$ cat src/rtl/io_port_responder_if.sv
// CPU I/O port bus plus per-channel producer/consumer handshakes seen by io_port_responder.
interface io_port_responder_if #(
    parameter int unsigned DW     = 8,
    parameter int unsigned NPORTS = 4,
    parameter int unsigned AW     = 3
);
    logic [AW-1:0]        io_addr;
    logic [DW-1:0]        io_wdata;
    logic                 io_we;
    logic                 io_re;
    logic [DW-1:0]        io_rdata;
    logic [NPORTS*DW-1:0] in_data;
    logic [NPORTS-1:0]    in_valid;
    logic [NPORTS-1:0]    in_ready;
    logic [NPORTS*DW-1:0] out_data;
    logic [NPORTS-1:0]    out_valid;
    logic [NPORTS-1:0]    out_ready;

    modport slave (
        input  io_addr, io_wdata, io_we, io_re, in_data, in_valid, out_ready,
        output io_rdata, in_ready, out_data, out_valid
    );

    modport master (
        output io_addr, io_wdata, io_we, io_re, in_data, in_valid, out_ready,
        input  io_rdata, in_ready, out_data, out_valid
    );
endinterface

$ cat src/rtl/io_port_responder.sv
// Peripheral-side responder for the CPU I/O port bus: one-entry input/output holding
// registers per channel, plus STATUS and sticky write-overflow registers for polling.
module io_port_responder #(
    parameter int unsigned DW     = 8,
    parameter int unsigned NPORTS = 4,
    parameter int unsigned AW     = 3
) (
    input logic                clk,
    input logic                reset,
    io_port_responder_if.slave bus
);
    localparam int unsigned STATUS_ADDR = NPORTS;
    localparam int unsigned OVF_ADDR    = NPORTS + 1;

    logic [NPORTS-1:0][DW-1:0] in_hold_q,  in_hold_d;
    logic [NPORTS-1:0][DW-1:0] out_hold_q, out_hold_d;
    logic [NPORTS-1:0]         in_full_q,  in_full_d;
    logic [NPORTS-1:0]         out_pending_q, out_pending_d;
    logic [NPORTS-1:0]         ovf_q, ovf_d;
    logic [NPORTS-1:0]         in_ready_c, out_valid_c, out_done_c;
    logic [DW-1:0]             rdata_c;

    // Handshakes are gated by reset so no transfer can complete while it is low.
    always_comb begin
        in_ready_c  = {NPORTS{reset}} & ~in_full_q;
        out_valid_c = {NPORTS{reset}} & out_pending_q;
        out_done_c  = out_valid_c & bus.out_ready;
    end

    assign bus.in_ready  = in_ready_c;
    assign bus.out_valid = out_valid_c;
    assign bus.out_data  = out_hold_q;
    assign bus.io_rdata  = rdata_c;

    // Read mux: data ports, STATUS, OVF; unmapped addresses read as zero.
    always_comb begin
        rdata_c = '0;
        for (int unsigned i = 0; i < NPORTS; i++) begin
            if (bus.io_addr == AW'(i)) rdata_c = in_hold_q[i];
        end
        if (bus.io_addr == AW'(STATUS_ADDR)) begin
            rdata_c = DW'({out_pending_q, in_full_q});
        end else if (bus.io_addr == AW'(OVF_ADDR)) begin
            rdata_c = DW'(ovf_q);
        end
    end

    always_comb begin
        in_hold_d     = in_hold_q;
        in_full_d     = in_full_q;
        out_hold_d    = out_hold_q;
        out_pending_d = out_pending_q;
        // An OVF read clears every flag; an overflow on the same edge is set afterwards and wins.
        ovf_d = (bus.io_re && bus.io_addr == AW'(OVF_ADDR)) ? '0 : ovf_q;

        for (int unsigned i = 0; i < NPORTS; i++) begin
            if (bus.in_valid[i] && in_ready_c[i]) begin
                in_hold_d[i] = bus.in_data[i*DW +: DW];
                in_full_d[i] = 1'b1;
            end else if (bus.io_re && bus.io_addr == AW'(i)) begin
                in_full_d[i] = 1'b0;
            end

            if (out_done_c[i]) out_pending_d[i] = 1'b0;
            // A write into a slot being drained this cycle passes straight through.
            if (bus.io_we && bus.io_addr == AW'(i)) begin
                if (!out_pending_q[i] || out_done_c[i]) begin
                    out_hold_d[i]    = bus.io_wdata;
                    out_pending_d[i] = 1'b1;
                end else begin
                    ovf_d[i] = 1'b1;
                end
            end
        end
    end

    always_ff @(posedge clk) begin
        if (!reset) begin
            in_hold_q     <= '0;
            in_full_q     <= '0;
            out_hold_q    <= '0;
            out_pending_q <= '0;
            ovf_q         <= '0;
        end else begin
            in_hold_q     <= in_hold_d;
            in_full_q     <= in_full_d;
            out_hold_q    <= out_hold_d;
            out_pending_q <= out_pending_d;
            ovf_q         <= ovf_d;
        end
    end
endmodule

$ cat src/flat_wrapper.sv
// flat-port wrapper written by rule: the top's interface ports become plain ports
module io_port_responder_flat 
#(
    parameter int unsigned DW     = 8,
    parameter int unsigned NPORTS = 4,
    parameter int unsigned AW     = 3
)
  (clk, reset, bus_io_addr, bus_io_wdata, bus_io_we, bus_io_re, bus_in_data, bus_in_valid, bus_out_ready, bus_io_rdata, bus_in_ready, bus_out_data, bus_out_valid);
  io_port_responder_if #(.DW(DW), .NPORTS(NPORTS), .AW(AW)) bus_i ();
  input logic clk;
  input logic reset;
  input wire logic [$bits(bus_i.io_addr)-1:0] bus_io_addr;
  input wire logic [$bits(bus_i.io_wdata)-1:0] bus_io_wdata;
  input wire logic [$bits(bus_i.io_we)-1:0] bus_io_we;
  input wire logic [$bits(bus_i.io_re)-1:0] bus_io_re;
  input wire logic [$bits(bus_i.in_data)-1:0] bus_in_data;
  input wire logic [$bits(bus_i.in_valid)-1:0] bus_in_valid;
  input wire logic [$bits(bus_i.out_ready)-1:0] bus_out_ready;
  output wire logic [$bits(bus_i.io_rdata)-1:0] bus_io_rdata;
  output wire logic [$bits(bus_i.in_ready)-1:0] bus_in_ready;
  output wire logic [$bits(bus_i.out_data)-1:0] bus_out_data;
  output wire logic [$bits(bus_i.out_valid)-1:0] bus_out_valid;
  assign bus_i.io_addr = bus_io_addr;
  assign bus_i.io_wdata = bus_io_wdata;
  assign bus_i.io_we = bus_io_we;
  assign bus_i.io_re = bus_io_re;
  assign bus_i.in_data = bus_in_data;
  assign bus_i.in_valid = bus_in_valid;
  assign bus_i.out_ready = bus_out_ready;
  assign bus_io_rdata = bus_i.io_rdata;
  assign bus_in_ready = bus_i.in_ready;
  assign bus_out_data = bus_i.out_data;
  assign bus_out_valid = bus_i.out_valid;
  io_port_responder #(.DW(DW), .NPORTS(NPORTS), .AW(AW)) u_core (.clk(clk), .reset(reset), .bus(bus_i));
endmodule
$ cat config.mk
export PLATFORM = sky130hd
export DESIGN_NAME = io_port_responder_flat
export DESIGN_NICKNAME = d
export VERILOG_FILES = /design/src/rtl/io_port_responder_if.sv /design/src/rtl/io_port_responder.sv /design/src/flat_wrapper.sv
export SDC_FILE = /design/constraint.sdc
export NUM_CORES = 1
export LEC_CHECK = 0
export CORE_AREA = 2 2 86 88
export DETAILED_ROUTE_END_ITERATION = 8
export DIE_AREA = 0 0 88 90
export MAX_ROUTING_LAYER = met4
export PLACE_DENSITY = 0.82
export SETUP_SLACK_MARGIN = 0.2
export SYNTH_ARGS = -nofsm -noshare
export SYNTH_HDL_FRONTEND = slang
export SYNTH_SLANG_ARGS = --single-unit
$ cat constraint.sdc
create_clock -name clk -period 2.3 [get_ports clk]
set_input_delay 0.23 -clock clk [delete_from_list [all_inputs] [get_ports clk]]
set_output_delay 0.23 -clock clk [all_outputs]
set_load 0.01 [all_outputs]
Word-level counts from Yosys, hierarchy flattened
Cells that the tools add are included.
Cells by class
  reduce and logical (&&, ||, !) cells: 30
  multiplexer cells: 35
  equality and inequality tests: 5
  bitwise gates (word level): 4
Operator list (count)
  2-to-1 mux 8 bit: 6
  2-to-1 mux 1 bit: 28
  logical AND 1 bit: 13
  bitwise AND 4 bit: 3
  AND reduction 2 bit: 4
  nonzero test 2 bit: 4
  equality test 3 x 2 -> 1 bit, second input constant: 2
  equality test 3 bit, second input constant: 2
  logical NOT 1 bit: 4
  logical OR 1 bit: 4
  2-to-1 mux 4 bit: 1
  NOT 4 bit: 1
  equality test 3 x 1 -> 1 bit, second input constant: 1
  logical NOT 3 bit: 1
Storage, ports and cells
  input bits: 55
  logic and storage cells: 88
  flip-flop bits (word level): 76
  output and inout port bits: 48

Longest topological paths before layout
Gate-level depths: netlist of run 1.
  word-level depth: 7
  mapped depth: 5
  mapped depth without buffers: 3

Worst setup path after synthesis of run 1
Ideal clock, no wire load.
  path kind: input-to-output
  from: input port bus_io_addr[0]
  to: output port bus_io_rdata[5]
  slack: 1.069 ns
  stages on the path: 5
  buffers on the path: 2
  arrival: 1.001 ns
  cell sequence: buf_6 > buf_4 > mux2i_1 > o21a_1 > a21oi_1
On the way
  longest elaborated chain between the ends: 7
  elaborated cells on any way between the ends: 12
RTL lines
  from (decl): RTL line flat_wrapper.sv:12  | input wire logic [$bits(bus_i.io_addr)-1:0] bus_io_addr;
  logical NOT 3 bit: RTL line io_port_responder.sv:39  | if (bus.io_addr == AW'(i)) rdata_c = in_hold_q[i];
  2-to-1 mux 8 bit (4 in a row): RTL line io_port_responder.sv:39
  2-to-1 mux 8 bit: RTL line io_port_responder.sv:43  | end else if (bus.io_addr == AW'(OVF_ADDR)) begin
  2-to-1 mux 8 bit *: RTL line io_port_responder.sv:41  | if (bus.io_addr == AW'(STATUS_ADDR)) begin
  to (decl): RTL line flat_wrapper.sv:19  | output wire logic [$bits(bus_i.io_rdata)-1:0] bus_io_rdata;
Mark *: on every way between the ends. The rest lies on a longest branch, timed or not.

Final worst setup path of run 1
  from: register u_core.out_pending_q[3]
  to: output port bus_io_rdata[7]
On the way
  longest elaborated chain between the ends: 1
RTL lines
  from (decl): RTL line io_port_responder.sv:18  | logic [NPORTS-1:0] out_pending_q, out_pending_d;
  from (signal assigned): RTL line io_port_responder.sv:88  | out_pending_q <= out_pending_d;
  2-to-1 mux 8 bit: RTL line io_port_responder.sv:41
No other way between the ends.

==> results of run 1 <==
## worst register-to-register path, cell delays in order, from the launching register on
cell and delay [ns]:
dfxtp_1 0.37, nor2b_1 0.26, nand2b_1 0.50, mux2i_1 0.27
## placed cells by master (no fill, tap or decap), types with 3 or more instances in the layout
cell	netlist	layout
mux2_2	4	4
nor2b_1	19	18
o22a_1	4	4
nand2b_1	9	9
and2_1	4	4
buf_4	4	6
a22oi_1	7	7
a21boi_0	33	33
inv_1	5	4
o21a_1	7	7
clkdlybuf4s50_1	0	93
mux2i_1	44	43
dfxtp_1	76	76
nand2_1	104	104
a2bb2oi_1	3	3
nand3b_1	3	3
o21ai_0	11	11
clkbuf_8	0	11
dlygate4sd2_1	0	7
## cell type report
type | count | area, um^2
fillers | 591 | 2281
multi-input cells | 265 | 1694
flip-flops and latches | 76 | 1521
repair buffers | 112 | 1160
clock buffers | 11 | 151.4
well taps | 99 | 123.9
clock inverters | 5 | 66.31
inverters | 5 | 22.52
## kinds of logic after synthesis
kind of cell,synth area share (%)
muxes,14.40
DFF,45.12
buffers and inverters,4.972
and+or+nand+nor,20.26
AOI/OAI and AO/OA,15.25
## registers in the layout, indices dropped and copies added, names as in the netlist
register and flops:
u_core.in_hold_q 32, u_core.in_full_q 4, u_core.out_pending_q 4, u_core.ovf_q 4, u_core.bus.out_data 32
## metal layers
layer	share of wire [%]	wire length (um)	vias up	track usage [%]
met5	0	0	-	-
met4	3.2	284	0	12.31
met3	5.2	467	22	3.581
met2	50	4473	97	39.02
met1	41	3676	1361	28.83
li1	-	-	1451	-
## per-stage QoR
| step | instance area, um^2 | total power, uW | setup slack (ns) |
|---|---|---|---|
| after floorplan | 3372 | 1619 | 1.069 |
| after global placement | 4448 | 1815 | 0.01873 |
| after detailed placement | 4448 | 1823 | -0.01466 |
| after CTS | 4733 | 2923 | 0.1238 |
| after global routing | 4740 | 3029 | 0.2615 |
| final | 4740 | 2913 | 0.3037 |
## power groups by stage
stage                     Sequential, uW  Clock (uW)  Combinational, uW
after global placement              1430           0                386
final                               1400        1110                407
after detailed placement            1430           0                392
after floorplan                     1430           0                194
after CTS                           1400        1120                408
after global routing                1410        1180                441
## worst paths after layout
kind | startpoint | end | slack (ns) | depth (start not counted)
setup / recovery | u_core.out_pending_q[3] | bus_io_rdata[7] | 0.30 | 4
hold / removal | reset | u_core.out_pending_q[2] | 0.31 | 2
setup reg to reg | u_core.out_pending_q[1] | u_core.bus.out_data[8] | 0.83 | 3
hold reg to reg | u_core.bus.out_data[26] | u_core.bus.out_data[26] | 0.46 | 2
## timing repair
action                                  CTS  global route
gates resized for setup                  10             2
endpoints found under the setup margin    8             1
gates cloned                              2             0
==> summary.md, run 1 <==
| Metric | Value |
|---|---|
| Root Buffer | `clkbuf_8` |
| Drt wl/cell | `15.53 um` |
| Clk_skew | `0.01177 ns` |
| # port buffers | `just over 100` |
| CTS tree | `built` |
| Critical-path cell list | `mux2i_1 > o21ai_0 > o21a_1 > clkdlybuf4s50_1` |
| Clk pwr share | `38.0%` |
| # nets final | `between 500 and 600` |
| Worst vdd ir | `306.5 uV` |
| Internal power | `around 2200 uW` |
| TritonRoute pass-1 iters | `4` |
| Post-synth EDFFs | `0` |
| Final ANT Viol Nets | `0` |
| Clock tree buffer depth | `2` |
| Total track usage | `24.15%` |
| Setup crit end kind | `output pin` |
| Initial antenna violation count | `0` |
| Comb power frac | `about 14%` |
| Vias per inst | `~5.1` |
| Worst Path Buf+Inv | `1` |
| Slew @ Worst Pin | `0.5856 ns` |
| Starting Density | `between 40 and 50%` |
| Syn Inst Count | `approximately 370` |
| Hold Slack | `slightly above 0.3 ns` |
| Sink Count | `between 70 and 80` |
| Cell count after placement | `555` |
| Post-DP HPWL | `between 6000 and 7000 um` |
| CP startpoint kind | `register` |
| Pwr Density | `~600 mW/mm^2` |
| Critical Path Max Stage Delay | `between 0.5 and 0.6 ns` |
| GRT overflow | `0` |
| Clock-pin slew on the worst setup and hold paths | `0.08 ns` |
| Fin. Hold Viols | `0` |
| Die Width | `between 80 and 90 um` |
| DRT Wirelength | `roughly 8900 um` |
| Worst EP required | `2.07 ns` |
| Slowest cell on crit path | `clkdlybuf4s50_1` |
| Max-cap violations | `0` |
| Setup_tns | `0 ns` |
| Cts hold-fix bufs | `0` |
| Critical path arrival | `between 1.5 and 2 ns` |
| Peak Freq | `about 500 MHz` |
| Outcome | `complete, no violations` |
| Syn nets | `between 400 and 500` |
| Fin cells | `between 500 and 600` |
| CTS H-tree depth | `3` |
| Setup bufs post-CTS | `0` |
| First-pass GRT wire length | `about 14000 um` |
| Number of buffers created by CTS | `9` |
| Post-synth cell types | `29` |
| Final Wtd Congestion | `just under 0.9` |
| Synthesized flop and latch total | `76` |
| Crit path max-delay family | `buffers and inverters` |
| Core area | `0.007020 mm^2` |
| # setup viols final | `0` |
| Cell leakage power | `approximately 0.0019 uW` |
| Via count | `about 2900` |
| Worst skew pair latency | `approximately 0.36 ns` |
| Top cells by area, synth | `dfxtp_1 (45%), mux2i_1 (13%), nand2_1 (12%)` |
| Seq pwr share | `about 48%` |
| Most numerous cell in the Yosys netlist | `nand2_1` |
| Ant diodes | `0` |
| Relative slew margins | `between 60 and 70%` |
| Layout cells sized above 1 | `about 7.6%` |
| Max-slew violations | `0` |
| Post-layout util | `67.51%` |
| Yosys top cell by area | `dfxtp_1` |
| Fin crit share | `roughly 87%` |
| Period minus WS final | `approximately 2 ns` |
| Site row count | `31` |
| RSZ-0062 raised after global routing | `false` |
| DR iter-0 viols | `~110` |
| Pin count of the biggest net entering global routing | `32` |
| Synth Flop Type | `dfxtp_1` |
| Switch share | `between 20 and 30%` |
| Vias in the first global route | `between 2000 and 3000` |
| Syn_area_per_cell | `between 9 and 10 um^2` |
| Synth cell count leaders | `nand2_1 (104), dfxtp_1 (76), mux2i_1 (44)` |
| Syn. warnings | `0` |
| Remaining DRCs | `0` |
| Hold Path Class | `in2reg` |
| Crit Path Class | `reg2out` |
| Critical-path maximum fanout | `3` |
| Sw Pwr | `approximately 740 uW` |
| DIE AREA | `a little under 0.008 mm^2` |
| Asr flop ratio synth | `0%` |
| Synthesis-to-layout area growth | `40.56%` |
| Register area share after synthesis | `around 45%` |
| Synth top area share | `between 40 and 50%` |
| I/O pins | `between 100 and 150` |
| Mapped cell area | `0.003372 mm^2` |
| Die H | `around 90 um` |
(Power assumes the default switching activity.)
==> inputs of run 2 (changes only) <==
--- a/config.mk
+++ b/config.mk
@@ -9,7 +9,7 @@
 export DETAILED_ROUTE_END_ITERATION = 8
 export DIE_AREA = 0 0 88 90
 export MAX_ROUTING_LAYER = met4
-export PLACE_DENSITY = 0.82
+export PLACE_DENSITY = 0.93
 export SETUP_SLACK_MARGIN = 0.2
 export SYNTH_ARGS = -nofsm -noshare
 export SYNTH_HDL_FRONTEND = slang
==> summary.md, run 2 (same netlist as run 1, synthesis figures left out) <==
| Metric | Value |
|---|---|
| CTS H-tree depth | `3` |
| CP startpoint kind | `input pin` |
| Max-cap violations | `0` |
| Cell leakage power | `0.001901 uW` |
| Most frequent cells in the layout | `nand2_1 (104), clkdlybuf4s50_1 (93), dfxtp_1 (76)` |
| Drt wl/cell | `roughly 15 um` |
| Layout cells sized above 1 | `about 9%` |
| Period minus WS final | `1.982 ns` |
| Worst R2R Start | `u_core.out_pending_q[0]` |
| Post-DP HPWL | `about 6400 um` |
| Most common cell after layout, fill and taps aside | `nand2_1` |
| Final ANT Viol Nets | `0` |
| Remaining DRCs | `0` |
| Cts hold-fix bufs | `0` |
| # nets final | `528` |
| # setup viols final | `0` |
| Number of buffers created by CTS | `9` |
| Die Width | `~88 um` |
| Max-slew violations | `0` |
| Slew @ Worst Pin | `0.5908 ns` |
| R2r endpoint | `u_core.bus.out_data[2]` |
| Outcome | `complete, no violations` |
| Clk_skew | `0.01359 ns` |
| TritonRoute pass-1 iters | `4` |
| Initial antenna violation count | `0` |
| Relative slew margins | `about 61%` |
| DIE AREA | `~0.0079 mm^2` |
| Hold path start | `reset` |
| Hold Path Depth | `2` |
| Vias per inst | `roughly 5.2` |
| Final Wtd Congestion | `just over 0.9` |
| Peak Freq | `about 500 MHz` |
| Total track usage | `about a quarter` |
| Worst skew pair latency | `0.37 ns` |
| Crit Path Class | `in2out` |
| DRT Wirelength | `8811 um` |
| Worst EP required | `2.07 ns` |
| Cells on worst reg2reg path | `3` |
| GRT overflow | `0` |
| Clock-pin slew on the worst setup and hold paths | `around 0.09 ns` |
| Vias in the first global route | `roughly 3000` |
| Ant diodes | `0` |
| Hold Slack | `around 0.34 ns` |
| CTS tree | `built` |
| Core area | `about 0.007 mm^2` |
| Hold Path Class | `in2reg` |
| Via count | `3011` |
| Pwr Density | `around 590 mW/mm^2` |
| Fin crit share | `approximately 86%` |
| Setup_tns | `0 ns` |
| Die H | `90 um` |
| Site row count | `31` |
| # port buffers | `around 100` |
| I/O pins | `a little over 100` |
| Setup crit end kind | `output pin` |
| Starting Density | `a little under 50%` |
| Synthesis-to-layout area growth | `39.48%` |
| Fin. Hold Viols | `0` |
| Root Buffer | `clkbuf_8` |
| Critical-path maximum fanout | `8` |
| Worst vdd ir | `around 370 uV` |
| Hold worst-path end | `u_core.out_pending_q[0]` |
| DR iter-0 viols | `162` |
| Pin count of the biggest net entering global routing | `between 40 and 50` |
| First-pass GRT wire length | `about 14000 um` |
| Sink Count | `76` |
| Critical path arrival | `1.75 ns` |
| RSZ-0062 raised after global routing | `false` |
| R2r setup slk | `roughly 0.8 ns` |
| Clock tree buffer depth | `2` |
run 2: cell types whose count changed in the layout (fill, tap and decap cells not counted), moves of 2 or more:
cell      delta
a21oi_2      +2
buf_4        +6
clkbuf_8     -2
a21oi_1      -2
run 2: stage by stage:
stage                     utilization [%]  total power (uW)  area [um^2]  setup slack, ns  cells
final                               66.99              2797         4703           0.3177    577
after global routing                66.99              2904         4703           0.2447    577
after CTS                           66.80              2799         4690           0.2010    575
after detailed placement            63.50              1820         4458         -0.05273    558
after global placement              63.50              1809         4458         -0.01722    558
after floorplan                         -              1619         3372            1.069    374
run 2: report_power, final:
group          internal [uW]  switching, uW  total (uW)  leakage, uW
clock                    420            573         993    0.0000947
combinational            222            180         402      0.00119
sequential              1370           35.7        1400     0.000620
run 2: cell type report:
class	count	area [um^2]
Fill cell	554	2317
Multi-Input combinational cell	265	1698
Sequential cell	76	1521
Timing Repair Buffer	116	1149
Clock buffer	9	123.9
Tap cell	99	123.9
Clock inverter	7	65.06
Inverter	5	22.52
run 2: layer usage:
metal	track usage [%]	vias to the layer above	part of all wire [%]
li1	-	1456	-
met1	29.14	1427	42
met2	38.26	110	50
met3	5.234	18	5.4
met4	10.13	0	2.3
met5	-	-	0
run 2: worst max path at each step:
stage	startpoint	end
2_1_floorplan	bus_io_addr[0]	bus_io_rdata[5]
3_3_place_gp	bus_io_addr[0]	bus_io_rdata[0]
3_5_place_dp	bus_io_addr[0]	bus_io_rdata[2]
4_1_cts	bus_io_addr[1]	bus_io_rdata[6]
5_1_grt	bus_io_addr[1]	bus_io_rdata[0]
6_report	bus_io_addr[1]	bus_io_rdata[2]
run 2: what timing repair did:
action / CTS / global route
setup endpoints to repair: 8 / 2
gates resized for setup: 12 / 3
cloned: 1 / 0
setup buffers: 0 / 2
run 2: critical path, cell delays in order:
cell	delay [ns]
clkdlybuf4s50_1	0.56
buf_4	0.19
clkinvlp_4	0.16
a22oi_1	0.18
o21ai_0	0.12
dlygate4sd2_1	0.31
